===== src/rtl/ring_osc_freq_counter.sv =====
`timescale 1ns/1ps
// ring_osc_freq_counter: counts synchronised rising edges of a ring-oscillator
// tap over a programmable window of clk cycles and hands the result out
// through a valid/ready handshake. Optional continuous re-arming.
module ring_osc_freq_counter #(
  parameter int unsigned GATE_W      = 16,
  parameter int unsigned CNT_W       = 16,
  parameter int unsigned SYNC_STAGES = 2
) (
  input  logic              clk,
  input  logic              rst,
  input  logic              osc_in,
  input  logic [GATE_W-1:0] gate_len,
  input  logic              start,
  input  logic              continuous,
  input  logic              count_ready,
  output logic              busy,
  output logic [CNT_W-1:0]  count,
  output logic              count_valid,
  output logic              overflow
);

  typedef enum logic [1:0] {
    IDLE,
    GATE,
    HOLD
  } state_t;

  localparam logic [GATE_W-1:0] GATE_ONE = GATE_W'(1);
  localparam logic [CNT_W-1:0]  CNT_ONE  = CNT_W'(1);
  localparam logic [CNT_W-1:0]  CNT_MAX  = '1;

  state_t state_q, state_d;

  logic [SYNC_STAGES-1:0] sync_q;
  logic                   prev_q;
  logic                   osc_edge;

  logic [GATE_W-1:0] gate_cnt_q, gate_cnt_d;
  logic [CNT_W-1:0]  edge_cnt_q, edge_cnt_d;
  logic              ovf_int_q, ovf_int_d;
  logic [CNT_W-1:0]  count_q, count_d;
  logic              overflow_q, overflow_d;
  logic              load_window;

  // Synchroniser and edge-detect history; runs in every state.
  always_ff @(posedge clk) begin
    if (rst) begin
      sync_q <= '0;
      prev_q <= 1'b0;
    end else begin
      sync_q <= {sync_q[SYNC_STAGES-2:0], osc_in};
      prev_q <= sync_q[SYNC_STAGES-1];
    end
  end

  assign osc_edge = sync_q[SYNC_STAGES-1] & ~prev_q;

  // State, window counters and latched result registers.
  always_ff @(posedge clk) begin
    if (rst) begin
      state_q    <= IDLE;
      gate_cnt_q <= '0;
      edge_cnt_q <= '0;
      ovf_int_q  <= 1'b0;
      count_q    <= '0;
      overflow_q <= 1'b0;
    end else begin
      state_q    <= state_d;
      gate_cnt_q <= gate_cnt_d;
      edge_cnt_q <= edge_cnt_d;
      ovf_int_q  <= ovf_int_d;
      count_q    <= count_d;
      overflow_q <= overflow_d;
    end
  end

  // Next-state and datapath update; window (re)load is shared by IDLE start
  // and the continuous-mode restart after a handshake.
  always_comb begin
    state_d     = state_q;
    gate_cnt_d  = gate_cnt_q;
    edge_cnt_d  = edge_cnt_q;
    ovf_int_d   = ovf_int_q;
    count_d     = count_q;
    overflow_d  = overflow_q;
    load_window = 1'b0;

    case (state_q)
      IDLE: begin
        if (start) load_window = 1'b1;
      end
      GATE: begin
        gate_cnt_d = gate_cnt_q - GATE_ONE;
        if (osc_edge) begin
          if (edge_cnt_q == CNT_MAX) ovf_int_d = 1'b1;
          else                       edge_cnt_d = edge_cnt_q + CNT_ONE;
        end
        // Last window cycle: its own edge is included in the latched result.
        if (gate_cnt_q == GATE_ONE) begin
          state_d    = HOLD;
          count_d    = edge_cnt_d;
          overflow_d = ovf_int_d;
        end
      end
      HOLD: begin
        if (count_ready) begin
          if (continuous) load_window = 1'b1;
          else            state_d = IDLE;
        end
      end
      default: state_d = IDLE;
    endcase

    if (load_window) begin
      gate_cnt_d = gate_len;
      edge_cnt_d = '0;
      ovf_int_d  = 1'b0;
      if (gate_len == '0) begin
        state_d    = HOLD;
        count_d    = '0;
        overflow_d = 1'b0;
      end else begin
        state_d = GATE;
      end
    end
  end

  assign busy        = (state_q != IDLE);
  assign count_valid = (state_q == HOLD);
  assign count       = count_q;
  assign overflow    = overflow_q;

endmodule

===== config.mk =====
export PLATFORM = sky130hd
export DESIGN_NAME = ring_osc_freq_counter
export DESIGN_NICKNAME = d
export VERILOG_FILES = /design/src/rtl/ring_osc_freq_counter.sv
export SDC_FILE = /design/constraint.sdc
export NUM_CORES = 1
export LEC_CHECK = 0
export CAP_MARGIN = 20
export CORE_UTILIZATION = 38
export DETAILED_ROUTE_END_ITERATION = 16
export PLACE_DENSITY = 0.6
export SYNTH_ARGS = -nofsm -noshare
export SYNTH_HDL_FRONTEND = slang
export SYNTH_SLANG_ARGS = --single-unit
export TNS_END_PERCENT = 30

===== constraint.sdc =====
create_clock -name clk -period 5.3 [get_ports clk]
set_input_delay 1.06 -clock clk [delete_from_list [all_inputs] [get_ports clk]]
set_output_delay 1.06 -clock clk [all_outputs]
set_load 0.01 [all_outputs]

==> impl_metrics.env, run 1 <==
export IMPL_cts_buffer_depth=2
export IMPL_postRouteAntennaNets=0
export IMPL_status="finished clean"
export IMPL_numCtsBuffers=5
export IMPL_grt_overflow_total=0
export IMPL_yosys_warnings=0
export IMPL_drive_gt1_share_pct=7.068
export IMPL_nFillCells=739
export IMPL_die_area_mm2=0.008009
export IMPL_worstSetupStartpointType="input pin"
export IMPL_layout_common_cells="nor2_1 (55), dfxtp_1 (55), clkdlybuf4s50_1 (40)"
export IMPL_clock_sinks=55
export IMPL_p_seq_share_pct=47.8
export IMPL_wirelength_mm=6.932
export IMPL_fp_row_count=31
export IMPL_period_share_pct=54.87
export IMPL_instances_no_fill=481
export IMPL_final_max_slew_viol_count=0
export IMPL_required_ps=5540
export IMPL_antenna_found_initial=0
export IMPL_root_buffer="clkbuf_8"
export IMPL_avgSynthCellArea_um2=8.288
export IMPL_routed_via_density=5.480
export IMPL_cts_clk_slew_worst_paths_ps=90
export IMPL_worstMarginPinSlew_ps=966.4
export IMPL_fin_crit_ps=2908
export IMPL_setup_violations=0
export IMPL_multi_input_area_mm2=0.001690
export IMPL_grt_pass1_wl_mm=11.64
export IMPL_p_per_area_mw_per_mm2=289.1
export IMPL_diodes=0
export IMPL_p_leak_uw=0.001074
export IMPL_arrival_ps=3150
export IMPL_skew_ps=15.62
export IMPL_fmax_mhz=343.9
export IMPL_max_slew_margin_pct=35.37
export IMPL_switching_power_uw=330.0
export IMPL_ioPinCount=41
export IMPL_post_drt_wl_per_cell_um=14.41
export IMPL_syn_inst=351
export IMPL_die_y_um=89.50
export IMPL_gr_usage_all_layers_pct=18.84
export IMPL_dp_cells=473
export IMPL_synth_nets=376
export IMPL_hp_class="flip-flop to flip-flop"
export IMPL_syn_to_final_growth_pct=19.31
export IMPL_routabilityCongestion=0.8486
export IMPL_rsz0062_at_grt="false"
export IMPL_pwr_share_comb_pct=27.8
export IMPL_ff_latch_area_mm2=0.001101
export IMPL_fin_area_mm2=0.003471
export IMPL_clock_latency_ps=310
export IMPL_first_pass_iters=4
export IMPL_finalSetupTns_ps=0
export IMPL_core_mm2=0.007331
export IMPL_drc=0
export IMPL_first_iter_violations=150
export IMPL_synth_cell_types=56
export IMPL_syn_area_mm2=0.002909
export IMPL_clockPowerShare_pct=24.5
export IMPL_final_nets=406
export IMPL_seq_area_frac_synth_pct=37.85
export IMPL_post_cts_buffers=0
export IMPL_swShare_pct=32.90
export IMPL_crit_path_end_kind="flip-flop"
export IMPL_synth_seq_cells=55
export IMPL_dpl_cell_area_mm2=0.003376
export IMPL_ir_worst_vdd_uv=148.3
export IMPL_cts_tree="done"
export IMPL_grt_pass1_vias=2432
export IMPL_grt_max_degree=30
export IMPL_die_w_um=89.50
export IMPL_holdWs_ps=457.2
export IMPL_cts_resized=0
export IMPL_hold_buffers=0
export IMPL_internal_power_uw=673.2
export IMPL_h_tree_depth=2
export IMPL_initial_core_util_pct=39.68
export IMPL_port_buffer_count=40
export IMPL_via_count=2636
export IMPL_drv_cap=0
export IMPL_path_class="input pin to flip-flop"
export IMPL_cp_max_fo=27
export IMPL_finalHoldViolCount=0
export IMPL_dpl_hpwl_mm=4.881
==> per-layer routing <==
metal	vias up	track usage (%)	part of all wire (%)
li1	1353	-	-
met1	1223	24.85	49
met2	56	31.71	47
met3	4	3.416	3.3
met4	0	4.906	0.65
met5	-	0	0
==> synthesized netlist by cell type (all sizes together) <==
cell type / number / area share [%]
nor2: 56 / 7.3
dfxtp: 55 / 38
nor3: 26 / 4.6
a21oi: 23 / 4.1
xnor2: 23 / 6.9
clkbuf: 16 / 2.1
nor4: 16 / 4.7
o21ai: 13 / 2.2
nand4: 11 / 2.6
nand2: 10 / 1.3
nor2b: 8 / 1.7
a211oi: 7 / 1.8
buf: 7 / 1.4
nand2b: 7 / 1.5
a22oi: 6 / 1.5
nand3: 6 / 1.0
a222oi: 5 / 1.7
a311oi: 4 / 1.2
inv: 4 / 0.52
or3: 4 / 1.0
and3: 3 / 0.73
ha: 3 / 1.3
nand4b: 3 / 0.90
nor3b: 3 / 0.77
o211ai: 3 / 0.77
or2: 3 / 0.65
a221oi: 2 / 0.60
a31oi: 2 / 0.43
and4b: 2 / 0.69
mux2i: 2 / 0.69
nand3b: 2 / 0.52
o211a: 2 / 0.69
o21bai: 2 / 0.52
or4: 2 / 0.56
a21o: 1 / 0.26
a22o: 1 / 0.30
a41o: 1 / 0.34
and2: 1 / 0.22
and4: 1 / 0.30
nor4b: 1 / 0.30
o21ba: 1 / 0.34
o22a: 1 / 0.30
o41ai: 1 / 0.30
xor2: 1 / 0.30
==> layout make-up <==
| type | instances | share of cell area [%] |
|---|---|---|
| well taps | 99 | 3.569 |
| flip-flops and latches | 55 | 31.72 |
| inverters | 4 | 0.4326 |
| repair buffers | 46 | 12.83 |
| multi-input cells | 269 | 48.70 |
| clock inverters | 1 | 0.2523 |
| clock buffers | 7 | 2.487 |
==> sequential cells by signal, indices dropped and copies added, names as in the netlist <==
name and cells:
overflow 1, prev_q 1, count 16, gate_cnt_q 16, edge_cnt_q 16, state_q 2
ovf_int_q 1, sync_q 2
==> critical path, cell delays in order <==
cell             delay, ps
clkdlybuf4s50_1        910
nand2b_1               710
a41o_1                 360
a21oi_1                100
==> power by group through the flow <==
stage | Clock [uW] | Sequential [uW] | Combinational, uW
2_1_floorplan | 0 | 480 | 204
3_3_place_gp | 0 | 487 | 275
3_5_place_dp | 0 | 488 | 277
4_1_cts | 255 | 479 | 278
5_1_grt | 276 | 486 | 307
6_report | 246 | 479 | 278
==> metrics by stage <==
step / setup WS [ps] / total power (uW) / util, %
floorplan: 3012 / 683.7 / -
global placement: 2071 / 762.2 / 46.05
detailed placement: 2028 / 765.2 / 46.05
CTS: 2362 / 1012 / 47.35
global route: 2212 / 1069 / 47.35
finish: 2392 / 1003 / 47.35
==> cells by family after synthesis <==
logic type,share of synthesized area [%]
xor gates and xnor gates,7.226
adders and majority gates,1.290
buffers and inverters,4.043
AOI/OAI and AO/OA,17.46
muxes,0.6882
DFF,37.85
and+or+nand+nor,31.44
==> worst paths after layout <==
kind	slack, ps	end	cells past startpoint	from
max reg2reg	2950	count[13]$_SDFF_PP0_	6	gate_cnt_q[3]$_SDFFE_PP0P_
min	460	sync_q[1]$_SDFF_PP0_	1	sync_q[0]$_SDFF_PP0_
max	2390	edge_cnt_q[13]$_SDFFE_PP0P_	4	rst
min reg2reg	460	sync_q[1]$_SDFF_PP0_	1	sync_q[0]$_SDFF_PP0_
Power figures use the tool's default switching activity.
==> run 2, diff against run 1 <==
- PLACE_DENSITY: 0.6 -> 0.62
- clock period: 5.3 -> 2.4 ns (I/O delays scaled with it)
==> run 2 against run 1 <==
Net effect: final cell count increased by 2.3%; critical endpoint is now count[12]$_SDFF_PP0_; wire length fell by 0.26%; critical path type is now flip-flop to flip-flop; combinational power grew 140%.
==> impl_metrics.env, run 2 (synthesis gave the netlist of run 1 again) <==
export IMPL_initial_core_util_pct=39.68
export IMPL_worstMarginPinSlew_ps=695.9
export IMPL_skew_ps=13.00
export IMPL_syn_to_final_growth_pct=22.88
export IMPL_via_count=2677
export IMPL_die_area_mm2=0.008009
export IMPL_final_max_slew_viol_count=0
export IMPL_routabilityCongestion=0.8221
export IMPL_cts_tree="done"
export IMPL_cts_buffer_depth=2
export IMPL_cpLargestDelayFamily="simple AND/OR/NAND/NOR gates"
export IMPL_finalSetupTns_ps=0
export IMPL_setup_violations=0
export IMPL_drv_cap=0
export IMPL_drc=0
export IMPL_holdWs_ps=445.1
export IMPL_crit_path_end_kind="flip-flop"
export IMPL_grt_pass1_wl_mm=11.53
export IMPL_hold_path_depth=1
export IMPL_status="finished clean"
export IMPL_fp_row_count=31
export IMPL_crit_chain="ha_1 -> nand3_1 -> nand2b_1 -> nor3_1 -> xnor2_1 -> a311oi_1"
export IMPL_hold_buffers=0
export IMPL_grt_pass1_vias=2388
export IMPL_use_met2_pct=32.27
export IMPL_r2r_cells=6
export IMPL_core_mm2=0.007331
export IMPL_period_share_pct=88.38
export IMPL_required_ps=2620
export IMPL_first_iter_violations=142
export IMPL_postRouteAntennaNets=0
export IMPL_h_tree_depth=2
export IMPL_fin_crit_ps=2121
export IMPL_die_w_um=89.50
export IMPL_dpl_hpwl_mm=5.130
export IMPL_grt_busiest_layer="met2"
export IMPL_post_drt_wl_per_cell_um=14.05
export IMPL_post_cts_buffers=0
export IMPL_p_per_area_mw_per_mm2=637.5
export IMPL_clock_latency_ps=310
export IMPL_rsz0062_at_grt="false"
export IMPL_max_slew_margin_pct=53.51
export IMPL_crit_buf_inv=0
export IMPL_die_y_um=89.50
export IMPL_path_class="flip-flop to flip-flop"
export IMPL_final_nets=417
export IMPL_routed_via_density=5.441
export IMPL_gr_usage_all_layers_pct=18.92
export IMPL_nFillCells=723
export IMPL_cts_clk_slew_worst_paths_ps=100
export IMPL_worst_path_stages=6
export IMPL_clock_sinks=55
export IMPL_first_pass_iters=4
export IMPL_antenna_found_initial=0
export IMPL_grt_use_met1_pct=23.79
export IMPL_wirelength_mm=6.914
export IMPL_arrival_ps=2340
export IMPL_root_buffer="clkbuf_8"
export IMPL_grt_max_degree=28
export IMPL_cp_slowest_cell="dfxtp_1"
export IMPL_ir_worst_vdd_uv=300.8
export IMPL_diodes=0
export IMPL_layout_common_cells="nor2_1 (55), dfxtp_1 (55), clkdlybuf4s50_1 (40)"
export IMPL_fmax_mhz=471.4
export IMPL_met3_usage_pct=3.509
export IMPL_cp_slowest_stage_delay_ps=430
export IMPL_ioPinCount=41
export IMPL_cp_max_fo=6
export IMPL_cts_resized=0
export IMPL_finalHoldViolCount=0
export IMPL_port_buffer_count=40
export IMPL_numCtsBuffers=5
export IMPL_p_leak_uw=0.001132
export IMPL_hp_class="flip-flop to flip-flop"
export IMPL_worstSetupStartpointType="flip-flop"
export IMPL_grt_overflow_total=0
export IMPL_drive_gt1_share_pct=9.924
## run 2: layout make-up
type	instances	area, um^2	area share (%)
sequential	55	1101	30.80
tap	99	123.9	3.465
clock inverter	1	7.507	0.2100
timing repair buffer	57	540.5	15.12
multi-input combinational	269	1690	47.29
clock buffer	7	96.34	2.695
inverter	4	15.01	0.4200
## run 2: layer usage
| layer | up-vias | wire length, um |
|---|---|---|
| met5 | - | 0 |
| met2 | 56 | 3324 |
| met3 | 10 | 226 |
| met1 | 1241 | 3220 |
| li1 | 1370 | - |
| met4 | 0 | 142 |
## run 2: path summary, 6_finish.rpt
path / startpoint / end / slack [ps]
worst min-delay path: sync_q[0]$_SDFF_PP0_ / sync_q[1]$_SDFF_PP0_ / 450
worst max register to register: edge_cnt_q[0]$_SDFFE_PP0P_ / count[12]$_SDFF_PP0_ / 280
worst max-delay path: edge_cnt_q[0]$_SDFFE_PP0P_ / count[12]$_SDFF_PP0_ / 280
worst min register to register: sync_q[0]$_SDFF_PP0_ / sync_q[1]$_SDFF_PP0_ / 450
## run 2: where the power goes
part / total, uW / leakage (uW) / internal, uW / switching [uW]
registers: 1060 / 0.000447 / 974 / 84.2
clock network: 563 / 0.0000505 / 263 / 300
logic: 657 / 0.000634 / 309 / 348
## run 2: metrics by stage
| stage | setup slack [ps] | utilization (%) | area (um^2) | total power (uW) | cells |
|---|---|---|---|---|---|
| final | 278.8 | 48.76 | 3575 | 2279 | 492 |
| after CTS | 295.6 | 48.76 | 3575 | 2299 | 492 |
| after floorplan | 498.7 | - | 2909 | 1510 | 351 |
| after global routing | 91.19 | 48.76 | 3575 | 2423 | 492 |
| after detailed placement | 23.05 | 47.35 | 3471 | 1731 | 484 |
| after global placement | 66.87 | 47.35 | 3471 | 1729 | 484 |
